## src/rtl/bypass_fifo.sv

```systemverilog
// Circular FIFO with bypass: within a cycle enqueue is ordered before dequeue,
// so an empty FIFO forwards enq_data straight to deq_data with zero latency.
module bypass_fifo #(
  parameter int W     = 32,
  parameter int DEPTH = 4,
  parameter int CW    = $clog2(DEPTH + 1)
) (
  input  logic          clk,
  input  logic          rst,
  input  logic          enq_valid,
  output logic          enq_ready,
  input  logic [W-1:0]  enq_data,
  output logic          deq_valid,
  input  logic          deq_ready,
  output logic [W-1:0]  deq_data,
  input  logic          clear,
  output logic [CW-1:0] count
);

  localparam int PW = $clog2(DEPTH);

  logic [W-1:0]  mem [DEPTH];
  logic [PW-1:0] head;
  logic [PW-1:0] tail;
  logic [CW-1:0] count_q;

  logic empty;
  logic full;
  logic enq_fire;
  logic deq_fire;
  logic bypass;
  logic do_write;
  logic do_read;

  assign empty = (count_q == '0);
  assign full  = (count_q == CW'(DEPTH));

  // enq_ready depends only on stored state, never on the dequeue side.
  assign enq_ready = ~full;
  assign deq_valid = ~empty | enq_valid;
  assign deq_data  = empty ? enq_data : mem[head];
  assign count     = count_q;

  assign enq_fire = enq_valid & enq_ready;
  assign deq_fire = deq_valid & deq_ready;

  // A same-cycle enq/deq on an empty queue passes the item through unstored.
  assign bypass   = empty & enq_fire & deq_fire;
  assign do_write = enq_fire & ~bypass;
  assign do_read  = deq_fire & ~bypass;

  always_ff @(posedge clk) begin
    if (do_write) begin
      mem[tail] <= enq_data;
    end
  end

  always_ff @(posedge clk) begin
    if (rst || clear) begin
      head    <= '0;
      tail    <= '0;
      count_q <= '0;
    end else begin
      if (do_write) begin
        tail <= tail + PW'(1);
      end
      if (do_read) begin
        head <= head + PW'(1);
      end
      case ({do_write, do_read})
        2'b10:   count_q <= count_q + CW'(1);
        2'b01:   count_q <= count_q - CW'(1);
        default: count_q <= count_q;
      endcase
    end
  end

endmodule

```

## config.mk

```make
export PLATFORM = sky130hd
export DESIGN_NAME = bypass_fifo
export DESIGN_NICKNAME = d
export VERILOG_FILES = /design/src/rtl/bypass_fifo.sv
export SDC_FILE = /design/constraint.sdc
export NUM_CORES = 1
export LEC_CHECK = 0
export CAP_MARGIN = 0
export CORE_UTILIZATION = 46
export CTS_CLUSTER_DIAMETER = 40
export CTS_CLUSTER_SIZE = 10
export DETAILED_ROUTE_END_ITERATION = 8
export PLACE_DENSITY = 0.68
export SYNTH_ARGS = -nofsm -noshare
export SYNTH_HDL_FRONTEND = slang
export SYNTH_SLANG_ARGS = --single-unit
```

## constraint.sdc

```tcl
create_clock -name clk -period 6.35 [get_ports clk]
set_input_delay 1.27 -clock clk [delete_from_list [all_inputs] [get_ports clk]]
set_output_delay 1.27 -clock clk [all_outputs]
set_load 0.005 [all_outputs]
```

# == Word level (Yosys, flattened, before mapping) ==
# Memory sizes are Yosys's and may differ from the RTL's. A register that Yosys moved wholly into a read port is not among the register bits.
# Index checks and enable logic that the tools add are counted.
# totals
ff_bits,7
latch_bits,0
ram_bits,128
romBits,0
input_bits,37
out_inout_bits,37
word_cells,30
memories,1
# memory_table
name,words,word_bits,read_ports,rd_ports_with_merged_regs,write_ports,line_no,text
mem,4,32,1,1,1,22,logic [W-1:0] mem [DEPTH];
# classes
addsub,4
multipliers,0
div_mod_pow,0
order_cmp,0
eq_ne,3
shifts,0
muxes,6
bitwise_logic,10
n_reduce_logical,3
# ops
operator,count
$mux 32,1
$and 1x1->1,6
$pmux 3 s2,1
$add 2x1->2 const B,2
$mux 2,2
$add 3x1->3 const B,1
$eq 3x3->1 const B,1
$logic_not 3->1,1
$not 1->1,3
$sub 3x1->3 const B,1
$eq 2x1->1 const B,1
$eq 2x2->1 const B,1
$mux 1,2
$reduce_bool 2->1,1
$logic_or 1x1->1,1
$or 1x1->1,1

# == Longest topological paths before layout ==
# logic_depth
ltp_word,9
ltp_mapped,9

# == Worst setup path before layout ==
# OpenSTA, ideal clock, no wires.
# synth_timing
path_kind,input-to-reg
from,input deq_ready
to,"register count_q[2], in the netlist count[2]"
setup_ns,0.070
arrival_time_ns,2.819
path_slack_ns,3.461
path_stages,9
path_buffers,0
path_cell_list,nor2_1 -> o31a_1 -> inv_1 -> ha_1 -> inv_1 -> fa_1 -> xor2_1 -> or3_1 -> a21oi_1
# synth_between
elab_chain_cells,6
word_cells_on_any_way,9
cone_classes,eq/ne: 2; mux: 1; bitwise: 5; reduce/logical: 1
# synth_lines
item,line_no,text
start: declaration,14,"input logic deq_ready,"
$and 1x1->1 *,45,assign deq_fire = deq_valid & deq_ready;
$and 1x1->1,48,assign bypass = empty & enq_fire & deq_fire;
$not 1->1,"49, 50",
$and 1x1->1 (on tied branches),"50, 49",
$eq 2x1->1 or $eq 2x2->1 (tied branches),70,"case ({do_write, do_read})"
$pmux 3 s2 or $reduce_bool 2->1 (tied branches),n/a,
end signal: assignment,71,2'b10: count_q <= count_q + CW'(1);
end signal: assignment,72,2'b01: count_q <= count_q - CW'(1);
end signal: assignment,73,default: count_q <= count_q;
end: declaration,25,logic [CW-1:0] count_q;
# Mark *: on every way between the ends. The rest lies on a longest branch, timed or not.
# A chain may end at the register's enable or synchronous reset.

==> impl_metrics.json <==
{
  "power.ir.vdd_worst_uv": 164,
  "maxCapViolCount": 0,
  "routabilityCongestion": 0.665,
  "final_common_cell": "sky130_fd_sc_hd__edfxtp_1",
  "groute.usage.overall": 0.165,
  "clock_sink_count": 137,
  "die_wd_um": 111,
  "tightest_slew_ns": 0.901,
  "cp_data_arrival_time_ns": 2.82,
  "yosys_warnings": 0,
  "report.final.slew_viol_count": 0,
  "critical_path.endpoint": "deq_data[3]",
  "max_slew_margin": 0.399,
  "route.detailed.vias_per_inst": 5.33,
  "grt_max_degree": 36,
  "postRouteWirelength_um": 9300,
  "outcome": "finished with violations",
  "placedCellCount": 461,
  "antenna_found_initial": 0,
  "detailroute.via_count": 2628,
  "setup_viol": 0,
  "die-height_um": 111,
  "antenna_cells": 0,
  "syn_area_um2": 5480,
  "placedInstanceArea_um2": 6330,
  "fin_skew_ns": 0.00752,
  "criticalPathCategory": "reg2out",
  "reg2regPathDepth": 9,
  "synth_cell_types": 26,
  "grt_setup_unrepaired": "false",
  "p_int_uw": 1630,
  "worstSkewPairLatency_ns": 0.40,
  "finish.instance_area_um2": 6850,
  "antenna_left": 0,
  "comb_power_share": 0.075,
  "finish.utilization": 0.595,
  "post_cts_resize_count": 0,
  "detail_route.wl_per_cell_um": 18.9,
  "boundary_pin_count": 74,
  "sequentialPowerShare": 0.500,
  "layout-drive-gt1-share": 0.280,
  "max_freq_mhz": 244,
  "crit_path_start_kind": "flip-flop",
  "failed_checks": "design-rule violations",
  "cts-htree-levels": 4,
  "synthesis.instances": 254,
  "r2r_setup_slack_ns": 3.96,
  "synth-seq-cells": 137,
  "min_path_cells": 2,
  "cts_root_buffer": "sky130_fd_sc_hd__clkbuf_16",
  "cellLeakagePower_uw": 0.00219,
  "power.density_cell_area_nw_per_um2": 296,
  "globalRouteOverflowTotal": 0,
  "most-common-layout-cells": "sky130_fd_sc_hd__edfxtp_1 (128), sky130_fd_sc_hd__clkdlybuf4s50_1 (73), sky130_fd_sc_hd__mux4_2 (32), sky130_fd_sc_hd__mux2_2 (32), sky130_fd_sc_hd__clkbuf_16 (17)",
  "die_outline_area_um2": 12300,
  "post-cts-setup-buffer-count": 0,
  "switching_share": 0.196,
  "non_filler_instances": 493,
  "ys_seq_area_frac": 0.735,
  "p_sw_uw": 397,
  "path_clk_slew_ns": 0.05,
  "p_clk_frac": 0.425,
  "starting_drt_drc_count": 173,
  "timing.critical_path.fanout_max": 19,
  "hold_viol_final": 0,
  "timing.critical_path.required_ns": 5.08,
  "remaining_drc_errors": 12,
  "place.detailed.hpwl_um": 5310,
  "numCtsBuffers": 17,
  "via_count_of_the_first_global_routing_pass": 2818,
  "crit_path_time_final_ns": 4.09,
  "syn-mean-instance-area_um2": 21.6,
  "hold_slack_ns": 0.525,
  "final.setup.tns_ns": 0,
  "critical_path.endpoint_type": "output pin",
  "detailedRoute.firstPassIterationCount": 6,
  "worstHoldPathType": "reg2reg",
  "first_pass_grt_wire_length_um": 14900,
  "tritoncts": "done",
  "start_util": 0.476,
  "syn_to_final_growth_pct": 25.1,
  "r2r-end": "count[2]",
  "placement.io_buffers": 73,
  "rows": 39,
  "clockBufferDepth": 2,
  "reg2reg_from": "count[2]",
  "cts.hold.buffers_added": 0,
  "synth_nets": 297,
  "core_area_um2": 11500,
  "final_min_period_over_clock_period": 0.644,
  "final_nets": 380
}
[routing by layer]
| metal | part of all wire | GRT usage |
|---|---|---|
| met1 | 0.45 | 0.214 |
| met2 | 0.49 | 0.267 |
| met3 | 0.051 | 0.0487 |
| met4 | 0.012 | 0.0595 |
| met5 | 0 | 0 |
[worst max-delay path, stage by stage (launching register included)]
cell,delay (ns)
sky130_fd_sc_hd__dfxtp_2,0.65
sky130_fd_sc_hd__buf_4,0.47
sky130_fd_sc_hd__mux4_2,0.56
sky130_fd_sc_hd__mux2_2,0.29
sky130_fd_sc_hd__clkdlybuf4s50_1,0.44
[per-stage QoR]
step | total power [uW] | setup WS [ns]
6_report | 2030 | 2.26
5_1_grt | 2100 | 2.03
4_1_cts | 2050 | 2.13
3_5_place_dp | 1190 | 2.55
3_3_place_gp | 1180 | 2.58
2_1_floorplan | 1100 | 3.46
[sequential cells by signal (all words and copies together) (netlist names), named ones only]
signal,flops
count,3
tail,2
head,2
mem,128
[worst min-delay path by stage]
stage / startpoint / slack (ns) / endpoint
global route: head[1] / 0.57 / flip-flop
global placement: head[1] / 0.50 / flip-flop
finish: head[1] / 0.53 / head[1]
floorplan: head[1] / 0.48 / flip-flop
detailed placement: head[1] / 0.51 / flip-flop
CTS: head[1] / 0.53 / flip-flop
[cell families (layout without fill, tap and decap cells)]
group	after synthesis	after routing	share of synthesized area
AO/OA/AOI/OAI	4	4	0.00434
AND/OR/NAND/NOR	20	20	0.0194
flip-flops	137	137	0.735
multiplexers	65	65	0.199
adder cells (fa/ha/maj)	6	6	0.0151
XOR/XNOR	5	5	0.00800
buffers and inverters	17	113	0.0194
[area by class of cell]
type                       count  area (um^2)
inverter                       6         22.5
tap                          143          179
multi-input combinational    100         1360
clock inverter                11         81.3
fill                         864         4660
sequential                   137         4030
clock buffer                  21          440
timing repair buffer          75          746
[cell usage after synthesis]
master                     instances  area, um^2
sky130_fd_sc_hd__a21oi_1           2        10.0
sky130_fd_sc_hd__and2_1            4        25.0
sky130_fd_sc_hd__buf_2             1        5.00
sky130_fd_sc_hd__buf_4             3        22.5
sky130_fd_sc_hd__buf_6             4        45.0
sky130_fd_sc_hd__clkbuf_1          3        11.3
sky130_fd_sc_hd__dfxtp_1           9         180
sky130_fd_sc_hd__edfxtp_1        128        3840
sky130_fd_sc_hd__fa_1              1        20.0
sky130_fd_sc_hd__ha_1              5        62.6
sky130_fd_sc_hd__inv_1             6        22.5
sky130_fd_sc_hd__mux2_2           32         360
sky130_fd_sc_hd__mux2i_1           1        10.0
sky130_fd_sc_hd__mux4_2           32         721
sky130_fd_sc_hd__nand2b_1          1        6.26
sky130_fd_sc_hd__nand3_1           1        5.00
sky130_fd_sc_hd__nand3b_1          1        7.51
sky130_fd_sc_hd__nor2_1            9        33.8
sky130_fd_sc_hd__nor2b_1           1        6.26
sky130_fd_sc_hd__nor3_2            1        10.0
sky130_fd_sc_hd__o21ai_0           1        5.00
sky130_fd_sc_hd__o31a_1            1        8.76
sky130_fd_sc_hd__or2_2             1        6.26
sky130_fd_sc_hd__or3_1             1        6.26
sky130_fd_sc_hd__xnor2_1           2        17.5
sky130_fd_sc_hd__xor2_1            3        26.3
[power by group through the flow]
stage	sequential, uW	combinational, uW	clock, uW
floorplan	1030	69.5	0
global placement	1030	151	0
detailed placement	1030	154	0
CTS	1010	155	880
global route	1010	164	921
finish	1010	152	862
No activity file was read; power rests on OpenSTA's default activity.
